`src/rtl/round_sequencer_pkg.sv`:
```
// Shared encodings and defaults for the round/match sequencer.
// Phase and result codes are exported on ports and must stay stable.
package round_sequencer_pkg;

  localparam logic [2:0] IDLE_PH      = 3'd0;
  localparam logic [2:0] COUNTDOWN_PH = 3'd1;
  localparam logic [2:0] FIGHT_PH     = 3'd2;
  localparam logic [2:0] ROUND_END_PH = 3'd3;
  localparam logic [2:0] MATCH_END_PH = 3'd4;

  localparam logic [1:0] RES_NONE = 2'd0;
  localparam logic [1:0] RES_P1   = 2'd1;
  localparam logic [1:0] RES_P2   = 2'd2;
  localparam logic [1:0] RES_DRAW = 2'd3;

  localparam logic [2:0] SEQ_WAIT    = 3'd0;
  localparam logic [2:0] SEQ_CALC    = 3'd1;
  localparam logic [2:0] SEQ_HOLD    = 3'd2;
  localparam logic [2:0] SEQ_RESOLVE = 3'd3;
  localparam logic [2:0] SEQ_COMMIT  = 3'd4;

  localparam int unsigned DEF_COUNTDOWN_FRAMES = 180;
  localparam int unsigned DEF_ROUND_FRAMES     = 5400;
  localparam int unsigned DEF_END_FRAMES       = 120;
  localparam int unsigned DEF_WINS_TO_MATCH    = 2;
  localparam int unsigned DEF_CALC_LATENCY     = 2;
  localparam int unsigned DEF_TIMER_W          = 13;

  function automatic logic [1:0] sat_inc(input logic [1:0] value);
    return (value == 2'd3) ? value : value + 2'd1;
  endfunction

endpackage

```
`src/rtl/round_sequencer_frame_tick_sync.sv`:
```
// Brings the display frame clock into sys_clk and emits a one-cycle pulse
// per rising edge, three sys_clk cycles after that edge.
module frame_tick_sync (
  input  logic sys_clk,
  input  logic reset_n,
  input  logic frame_clk,
  output logic frame_tick
);

  logic [2:0] sync;

  always_ff @(posedge sys_clk or negedge reset_n) begin
    if (!reset_n) begin
      sync       <= '0;
      frame_tick <= 1'b0;
    end else begin
      sync       <= {sync[1:0], frame_clk};
      frame_tick <= sync[1] & ~sync[2];
    end
  end

endmodule

```
`src/rtl/round_sequencer.sv`:
```
// Game controller: one calc/commit pulse pair per frame, hit resolution,
// round win counting and match winner declaration.
module round_sequencer
  import round_sequencer_pkg::*;
#(
  parameter int unsigned COUNTDOWN_FRAMES = DEF_COUNTDOWN_FRAMES,
  parameter int unsigned ROUND_FRAMES     = DEF_ROUND_FRAMES,
  parameter int unsigned END_FRAMES       = DEF_END_FRAMES,
  parameter int unsigned WINS_TO_MATCH    = DEF_WINS_TO_MATCH,
  parameter int unsigned CALC_LATENCY     = DEF_CALC_LATENCY,
  parameter int unsigned TIMER_W          = DEF_TIMER_W
) (
  input  logic               sys_clk,
  input  logic               reset_n,
  input  logic               frame_clk,
  input  logic               start_btn,
  input  logic               p1_attack_connected,
  input  logic               p2_attack_connected,
  output logic               calc_en,
  output logic               commit_en,
  output logic               player_reset,
  output logic               buttons_enable,
  output logic [2:0]         game_phase,
  output logic [TIMER_W-1:0] frames_left,
  output logic [1:0]         p1_wins,
  output logic [1:0]         p2_wins,
  output logic [1:0]         round_result,
  output logic [1:0]         match_winner
);

  localparam int unsigned HOLD_CYC = (CALC_LATENCY > 0) ? CALC_LATENCY - 1 : 0;
  localparam int unsigned HOLD_W   = $clog2(HOLD_CYC + 2);

  logic [1:0]        rst_pipe;
  logic              rst_n;
  logic              frame_tick;
  logic [2:0]        seq;
  logic [HOLD_W-1:0] hold_cnt;
  logic              running;
  logic              resolve;
  logic              start_match;
  logic              timer_expired;

  // Async assert, sync deassert of the internal reset.
  always_ff @(posedge sys_clk or negedge reset_n) begin
    if (!reset_n) rst_pipe <= '0;
    else          rst_pipe <= {rst_pipe[0], 1'b1};
  end
  assign rst_n = rst_pipe[1];

  frame_tick_sync u_tick (
    .sys_clk    (sys_clk),
    .reset_n    (rst_n),
    .frame_clk  (frame_clk),
    .frame_tick (frame_tick)
  );

  assign running        = (game_phase != IDLE_PH) && (game_phase != MATCH_END_PH);
  assign resolve        = (seq == SEQ_RESOLVE);
  assign calc_en        = (seq == SEQ_CALC);
  assign commit_en      = (seq == SEQ_COMMIT);
  assign buttons_enable = (game_phase == FIGHT_PH);
  assign start_match    = start_btn && !running;
  assign timer_expired  = (frames_left <= TIMER_W'(1));

  always_ff @(posedge sys_clk or negedge rst_n) begin
    if (!rst_n) begin
      seq      <= SEQ_WAIT;
      hold_cnt <= '0;
    end else begin
      case (seq)
        SEQ_WAIT:    if (frame_tick && running) seq <= SEQ_CALC;
        SEQ_CALC: begin
          hold_cnt <= HOLD_W'(1);
          seq      <= (HOLD_CYC == 0) ? SEQ_RESOLVE : SEQ_HOLD;
        end
        SEQ_HOLD: begin
          if (hold_cnt >= HOLD_W'(HOLD_CYC)) seq <= SEQ_RESOLVE;
          else hold_cnt <= hold_cnt + HOLD_W'(1);
        end
        SEQ_RESOLVE: seq <= SEQ_COMMIT;
        SEQ_COMMIT:  seq <= SEQ_WAIT;
        default:     seq <= SEQ_WAIT;
      endcase
    end
  end

  always_ff @(posedge sys_clk or negedge rst_n) begin
    if (!rst_n) begin
      game_phase   <= IDLE_PH;
      frames_left  <= '0;
      p1_wins      <= '0;
      p2_wins      <= '0;
      round_result <= RES_NONE;
      match_winner <= RES_NONE;
      player_reset <= 1'b0;
    end else begin
      player_reset <= 1'b0;
      if (start_match) begin
        game_phase   <= COUNTDOWN_PH;
        frames_left  <= TIMER_W'(COUNTDOWN_FRAMES);
        p1_wins      <= '0;
        p2_wins      <= '0;
        round_result <= RES_NONE;
        match_winner <= RES_NONE;
        player_reset <= 1'b1;
      end else if (resolve) begin
        case (game_phase)
          COUNTDOWN_PH: begin
            if (timer_expired) begin
              game_phase  <= FIGHT_PH;
              frames_left <= TIMER_W'(ROUND_FRAMES);
            end else begin
              frames_left <= frames_left - TIMER_W'(1);
            end
          end
          FIGHT_PH: begin
            // Hits take priority over timeout on the last frame of the round.
            if (p1_attack_connected || p2_attack_connected || timer_expired) begin
              game_phase  <= ROUND_END_PH;
              frames_left <= TIMER_W'(END_FRAMES);
              if (p1_attack_connected && !p2_attack_connected) begin
                round_result <= RES_P1;
                p1_wins      <= sat_inc(p1_wins);
              end else if (p2_attack_connected && !p1_attack_connected) begin
                round_result <= RES_P2;
                p2_wins      <= sat_inc(p2_wins);
              end else begin
                round_result <= RES_DRAW;
              end
            end else begin
              frames_left <= frames_left - TIMER_W'(1);
            end
          end
          ROUND_END_PH: begin
            if (!timer_expired) begin
              frames_left <= frames_left - TIMER_W'(1);
            end else if (p1_wins == 2'(WINS_TO_MATCH)) begin
              game_phase   <= MATCH_END_PH;
              frames_left  <= '0;
              match_winner <= RES_P1;
            end else if (p2_wins == 2'(WINS_TO_MATCH)) begin
              game_phase   <= MATCH_END_PH;
              frames_left  <= '0;
              match_winner <= RES_P2;
            end else begin
              game_phase   <= COUNTDOWN_PH;
              frames_left  <= TIMER_W'(COUNTDOWN_FRAMES);
              round_result <= RES_NONE;
              player_reset <= 1'b1;
            end
          end
          default: ;
        endcase
      end
    end
  end

endmodule
```
`config.mk`:
```
export PLATFORM = sky130hd
export DESIGN_NAME = round_sequencer
export DESIGN_NICKNAME = d
export VERILOG_FILES = /design/src/rtl/round_sequencer_pkg.sv /design/src/rtl/round_sequencer_frame_tick_sync.sv /design/src/rtl/round_sequencer.sv
export SDC_FILE = /design/constraint.sdc
export NUM_CORES = 1
export LEC_CHECK = 0
export BUFFER_PORTS_ARGS = -buffer_cell sky130_fd_sc_hd__buf_2
export CAP_MARGIN = 40
export CORE_ASPECT_RATIO = 0.9
export CORE_MARGIN = 4
export CORE_UTILIZATION = 33
export CTS_CLUSTER_SIZE = 20
export DETAILED_ROUTE_END_ITERATION = 10
export PLACE_DENSITY = 0.61
export REMOVE_ABC_BUFFERS = 1
export SETUP_SLACK_MARGIN = 0.05
export SYNTH_ARGS = -nofsm -noshare
export SYNTH_HDL_FRONTEND = slang
export SYNTH_HIERARCHICAL = 1
export SYNTH_SLANG_ARGS = --single-unit
```
`constraint.sdc`:
```
create_clock -name sys_clk -period 2.5 [get_ports sys_clk]
set_input_delay 0.25 -clock sys_clk [delete_from_list [all_inputs] [get_ports sys_clk]]
set_output_delay 0.25 -clock sys_clk [all_outputs]
set_load 0.03 [all_outputs]
```
After elaboration in Yosys (flattened, before gate mapping). Index checks and enable logic that the tools add are counted.

Register bits: 36. Bits of input ports: 6. Output and inout port bits: 28. Word-level logic and storage cells: 129.

$add $sub $neg: 4. Order comparisons: 2. Equal/unequal tests: 23. Muxes and demuxes: 55. Bitwise logic cells: 2. Reduce and logical (&&, ||, !) cells: 31.

Operators with widths (count): 2-to-1 mux 13 bit (5); 2-to-1 mux 2 bit (27); case mux 13 bit (3 select lines) (1); 2-to-1 mux 3 bit (9); 2-to-1 mux 8 bit (2); nonzero test 2 bit (8); inequality test 3 bit (second input constant) (5); <= comparator 13 x 1 -> 1 bit (second input constant) (1); subtractor 13 x 1 -> 13 bit (second input constant) (1); equality test 3 x 2 -> 1 bit (second input constant) (4); inequality test 2 bit (second input constant) (6); case mux 3 bit (4 select lines) (1); AND reduction 6 bit (2); AND reduction 5 bit (2); case mux 3 bit (3 select lines) (1); nonzero test 3 bit (3); equality test 2 bit (second input constant) (4); case mux 2 bit (2 select lines) (2); 2-to-1 mux 1 bit (7); adder 2 x 1 -> 2 bit (second input constant) (3); equality test 3 x 1 -> 1 bit (second input constant) (2); AND reduction 2 bit (3); logical AND 1 bit (5); AND reduction 4 bit (1); 9 further kinds (12).

Depth between registers and ports, before layout.
Depth in word-level cells: 8. Mapped depth: 8.

Hierarchy. The synthesis kept the hierarchy.

By module, submodules not included: round_sequencer (times used 1, cells an instance 205, area an instance 1899.3 µm², seq. area each 800.8 µm²); frame_tick_sync (times used 1, cells an instance 5, area an instance 113.9 µm², seq. area each 100.1 µm²).

Worst setup path after synthesis. Ideal clock, no wire load.

Kind: flip-flop to flip-flop. From: register game_phase[0]. To: register p1_wins[1]. Setup time: 77 ps. Arrival time: 2086 ps. Setup slack: 336 ps. Stages on the path, launching flop included: 7. Clock period less this slack: 2164 ps. Cells stage by stage: dfrtp_1 > buf_2 > nor3b_2 > nand2_1 > or4_4 > or2_0 > a21oi_1.

Elaborated cells on any way between the ends: 13. Those cells by class: eq/ne: 3; mux: 1; reduce/logical: 9.

RTL lines: start, declared (line round_sequencer.sv:23) `output logic [2:0] game_phase,`; start signal, assigned (line round_sequencer.sv:90) `game_phase <= IDLE_PH;`; start signal, assigned (line round_sequencer.sv:100) `game_phase <= COUNTDOWN_PH;`; start signal, assigned (line round_sequencer.sv:111) `game_phase <= FIGHT_PH;`; equality test 3 x 2 -> 1 bit; net buttons_enable (line round_sequencer.sv:22) `output logic buttons_enable,`; nonzero test 2 bit (no source line); AND reduction 5 bit (no source line); end signal, assigned (line round_sequencer.sv:124) `p1_wins <= sat_inc(p1_wins);`; end, declared (line round_sequencer.sv:25) `output logic [1:0] p1_wins,`.

The timed path passes the listed nets, and every way through them passes these cells. A chain may end at the register's enable or synchronous reset.

Worst setup path after layout.
From: register frames_left[5]. To: register round_result[1].

Longest elaborated chain between the ends: 4. Elaborated cells on any way between the ends: 5. Those cells by class: order compare: 1; eq/ne: 2; reduce/logical: 2.

RTL lines: start, declared (line round_sequencer.sv:24) `output logic [TIMER_W-1:0] frames_left,`; start signal, assigned (line round_sequencer.sv:101) `frames_left <= TIMER_W'(COUNTDOWN_FRAMES);`; start signal, assigned (line round_sequencer.sv:112) `frames_left <= TIMER_W'(ROUND_FRAMES);`; start signal, assigned (line round_sequencer.sv:114) `frames_left <= frames_left - TIMER_W'(1);`; <= comparator 13 x 1 -> 1 bit * (line round_sequencer.sv:64) `assign timer_expired = (frames_left <= TIMER_W'(1));`; logical OR 1 bit (line round_sequencer.sv:119) `if (p1_attack_connected || p2_attack_connected || timer_expired) begin`; inequality test 3 x 1 -> 1 bit (no source line); AND reduction 6 bit (no source line) *; end signal, assigned (line round_sequencer.sv:123) `round_result <= RES_P1;`; end signal, assigned (line round_sequencer.sv:126) `round_result <= RES_P2;`; end signal, assigned (line round_sequencer.sv:129) `round_result <= RES_DRAW;`; end, declared (line round_sequencer.sv:27) `output logic [1:0] round_result,`.

Every way passes the cells marked *; elsewhere a longest branch is shown, timed or not.

==> out/metrics.yaml <==
grt:
  number_of_antenna_violations_at_the_first_check_in_global_routing: 0
  grt_max_degree: 35
  grt.total_usage_pct: 12.88
  grt_pass1_wl_um: 7659
  grt_pass1_vias: 1516
  overflow: 0
critical_path:
  endpoint_kind: "flop"
  path_class: "flop to flop"
  crit_required_ns: 2.67
  crit_fanout: 16
  critPathArrivalTime_ns: 2.27
  crit_path_start_kind: "flop"
power_and_ir_drop:
  internal_power_mw: 1.019
  switching_share_of_power_pct: 27.83
  total_switching_power_mw: 0.3930
  share_clk_of_total_power_pct: 34.7
  power_density_mw_per_mm2: 599.1
  worst_ir_drop_vdd_uv: 270.3
  share_seq_of_total_power_pct: 49.1
  p_leak_nw: 1.119
  comb_power_share_pct: 16.2
timing:
  worst_slack_ns: 0.3956
  max_clock_freq_mhz: 475.2
  post_route_clock_skew_ns: 0.004552
  final_report_hold_violation_count: 0
  drv_slew: 0
  timing.final.crit_period_ns: 2.104
  final.setup.tns_ns: 0
  setup-violations-final: 0
  worst-slew-pin-transition_ns: 0.5811
  timing.max_slew.rel_slack_pct: 61.05
  rsz0062_at_grt: "no"
  tcrit_tclk_final_pct: 84.18
final_layout:
  finalNetCount: 258
  drive_above_1_share_pct: 23.58
  final_cells: 316
  area_growth_pct: 17.09
  insertedDiodeCount: 0
min_path:
  hold_path_class: "primary input to flop"
synth:
  synth_sequential_area_ratio_pct: 44.75
  post-synth-top-area-cell: "sky130_fd_sc_hd__dfrtp_1"
  synth_flop_cell: "sky130_fd_sc_hd__dfrtp_1"
  synth_edf_count: 0
  synth_top_area_share_pct: 44.75
  ys_warn_count: 6
  synthArstFlopShare_pct: 100.0
  synth-seq-cells: 36
  number_of_distinct_library_cells_after_synthesis: 49
  synthesis.area_sq_mm: 0.002013
  synthCells: 210
  synthesis.area_per_instance_sq_um: 9.587
  ys_top_cells_by_area: "sky130_fd_sc_hd__dfrtp_1 45%, sky130_fd_sc_hd__nor2_1 4.8%, sky130_fd_sc_hd__ha_1 4.4%"
drt:
  viasPerCell: 5.174
  route.antenna.remaining_nets: 0
  totalWireLength_um: 4464
  drtIter0Drc: 92
  dr_total_vias: 1635
  drt_pass_1_iters: 4
  drcViolationCount: 0
  route.detailed.wl_per_inst_um: 14.13
clock_tree:
  clk_transition_reported_paths_ns: 0.07
  tritoncts_num_sinks: 36
  numCtsBuffers: 5
  cts_buffer_depth: 2
  tritoncts: "built"
  clock_tree.root_cell: "sky130_fd_sc_hd__clkbuf_8"
  htreeDepth: 2
  worst_skew_pair.late_latency_ns: 0.28
  post_cts_resize_count: 0
run_status:
  run_status: "finished, final reports clean"
floorplan:
  top_level_ports: 34
  die_w_um: 90.33
  dieHeight_um: 82.10
  fp-row-count: 26
  initial_core_util_pct: 34.77
  design.die.area_sq_mm: 0.007416
  fp.coreArea_sq_mm: 0.005791
placement:
  place.port_buffers: 33
  detailedPlace.worstSlack_ns: 0.4061
  post-dp-hpwl_um: 3377
  placedCellCount: 307
  place.gp.congestion: 0.8442
job:
  cap_viol_max_count: 0
## worst paths after layout
| check | cells after the start | start | end | slack, ns |
|---|---|---|---|---|
| min reg2reg | 1 | rst_pipe[1] | u_tick/sync[0] | 0.28 |
| max reg2reg | 5 | frames_left[5] | round_result[1] | 0.40 |
| max in group asynchronous | 1 | rst_pipe[1] | frames_left[8] | 1.92 |
| min | 1 | frame_clk | u_tick/sync[0] | 0.07 |
| min in group asynchronous | 2 | reset_n | rst_pipe[1] | 0.27 |
| max | 5 | frames_left[5] | round_result[1] | 0.40 |
## synthesized netlist by cell type, types with 2 or more instances
cell type and instances:
sky130_fd_sc_hd__xnor2_1 4, sky130_fd_sc_hd__nor3_1 4, sky130_fd_sc_hd__nor3_2 2, sky130_fd_sc_hd__nand3_1 7, sky130_fd_sc_hd__o21ai_0 13, sky130_fd_sc_hd__ha_1 7
sky130_fd_sc_hd__o21ai_1 2, sky130_fd_sc_hd__a21oi_1 17, sky130_fd_sc_hd__and2_1 3, sky130_fd_sc_hd__o31ai_1 2, sky130_fd_sc_hd__nor2b_1 3, sky130_fd_sc_hd__nor4_4 3
sky130_fd_sc_hd__mux2i_1 3, sky130_fd_sc_hd__or4_4 3, sky130_fd_sc_hd__dfrtp_1 36, sky130_fd_sc_hd__o211a_1 2, sky130_fd_sc_hd__o21bai_1 2, sky130_fd_sc_hd__nand4_1 2
sky130_fd_sc_hd__or2_0 2, sky130_fd_sc_hd__a31oi_1 2, sky130_fd_sc_hd__buf_2 6, sky130_fd_sc_hd__nor2_1 26, sky130_fd_sc_hd__nand2_1 16, sky130_fd_sc_hd__inv_1 16
sky130_fd_sc_hd__mux2_2 3
## per-layer routing
metal / global-route usage (%) / vias up / share of wire, %
met5: 0 / - / 0
met3: 3.623 / 4 / 4.0
met1: 16.93 / 784 / 49
met4: 4.128 / 0 / 1.1
met2: 20.81 / 43 / 46
li1: - / 804 / -
## registers in the layout (all words and copies together) (netlist names)
register,count
hold_cnt,2
match_winner,2
rst_pipe,2
u_tick/sync,3
p1_wins,2
frames_left,13
u_tick/frame_tick,1
player_reset,1
seq,3
round_result,2
game_phase,3
p2_wins,2
## critical path: stages, from the launching register on
cell                        delay [ns]
sky130_fd_sc_hd__dfrtp_1          0.47
sky130_fd_sc_hd__nor4_4           0.45
sky130_fd_sc_hd__nand4_4          0.29
sky130_fd_sc_hd__o21ai_0          0.19
sky130_fd_sc_hd__a2bb2oi_2        0.23
sky130_fd_sc_hd__mux2_2           0.36
## through the flow
| step | hold WS [ns] | power, mW | util [%] | instance area, sq um |
|---|---|---|---|---|
| after detailed placement | 0.03726 | 0.9342 | 38.68 | 2240 |
| after floorplan | -0.04559 | 0.8742 | - | 1979 |
| after global routing | 0.04736 | 1.514 | 40.71 | 2357 |
| final | 0.06815 | 1.412 | 40.71 | 2357 |
| after CTS | 0.05574 | 1.437 | 40.71 | 2357 |
| after global placement | 0.03505 | 0.9297 | 38.68 | 2240 |
## cell families after synthesis
| family | share of synthesized area (%) |
|---|---|
| adders and majority gates | 4.350 |
| AOI/OAI and AO/OA | 15.54 |
| other | 0.1863 |
| xor gates and xnor gates | 2.175 |
| buffers and inverters | 4.661 |
| muxes | 3.170 |
| and+or+nand+nor | 25.17 |
| DFF | 44.75 |
## cell usage in the layout, fill, tap and decap left out, types with 3 or more instances in the layout
| cell type | instances |
|---|---|
| sky130_fd_sc_hd__nor2_1 | 26 |
| sky130_fd_sc_hd__or4_4 | 3 |
| sky130_fd_sc_hd__mux2i_1 | 3 |
| sky130_fd_sc_hd__o21ai_0 | 13 |
| sky130_fd_sc_hd__and2_1 | 3 |
| sky130_fd_sc_hd__buf_2 | 33 |
| sky130_fd_sc_hd__nand2_1 | 16 |
| sky130_fd_sc_hd__nor4_4 | 3 |
| sky130_fd_sc_hd__mux2_2 | 3 |
| sky130_fd_sc_hd__nor2b_1 | 3 |
| sky130_fd_sc_hd__inv_1 | 16 |
| sky130_fd_sc_hd__nor3_1 | 4 |
| sky130_fd_sc_hd__nand3_1 | 7 |
| sky130_fd_sc_hd__clkbuf_8 | 5 |
| sky130_fd_sc_hd__ha_1 | 7 |
| sky130_fd_sc_hd__dfrtp_1 | 36 |
| sky130_fd_sc_hd__a21oi_1 | 17 |
| sky130_fd_sc_hd__xnor2_1 | 4 |
## power groups by stage
| stage | clock, mW | sequential, mW | combinational [mW] |
|---|---|---|---|
| 2_1_floorplan | 0 | 0.706 | 0.169 |
| 3_3_place_gp | 0 | 0.704 | 0.226 |
| 3_5_place_dp | 0 | 0.703 | 0.231 |
| 4_1_cts | 0.513 | 0.692 | 0.231 |
| 5_1_grt | 0.546 | 0.703 | 0.265 |
| 6_report | 0.491 | 0.693 | 0.229 |
## area by class of cell
type | instances | area (sq um)
multi-input cells | 151 | 1018
flip-flops and latches | 36 | 900.9
repair buffers | 35 | 182.7
inverters | 16 | 60.06
clock inverters | 2 | 35.03
clock buffers | 6 | 72.57
well taps | 70 | 87.58
fillers | 570 | 3433
## repair_timing
item                      4_1_cts  5_1_grt
buffers inserted                0        0
hold endpoints to repair        2        0
hold buffers                    1        0
Note: power is estimated with default switching activity, not from simulation.
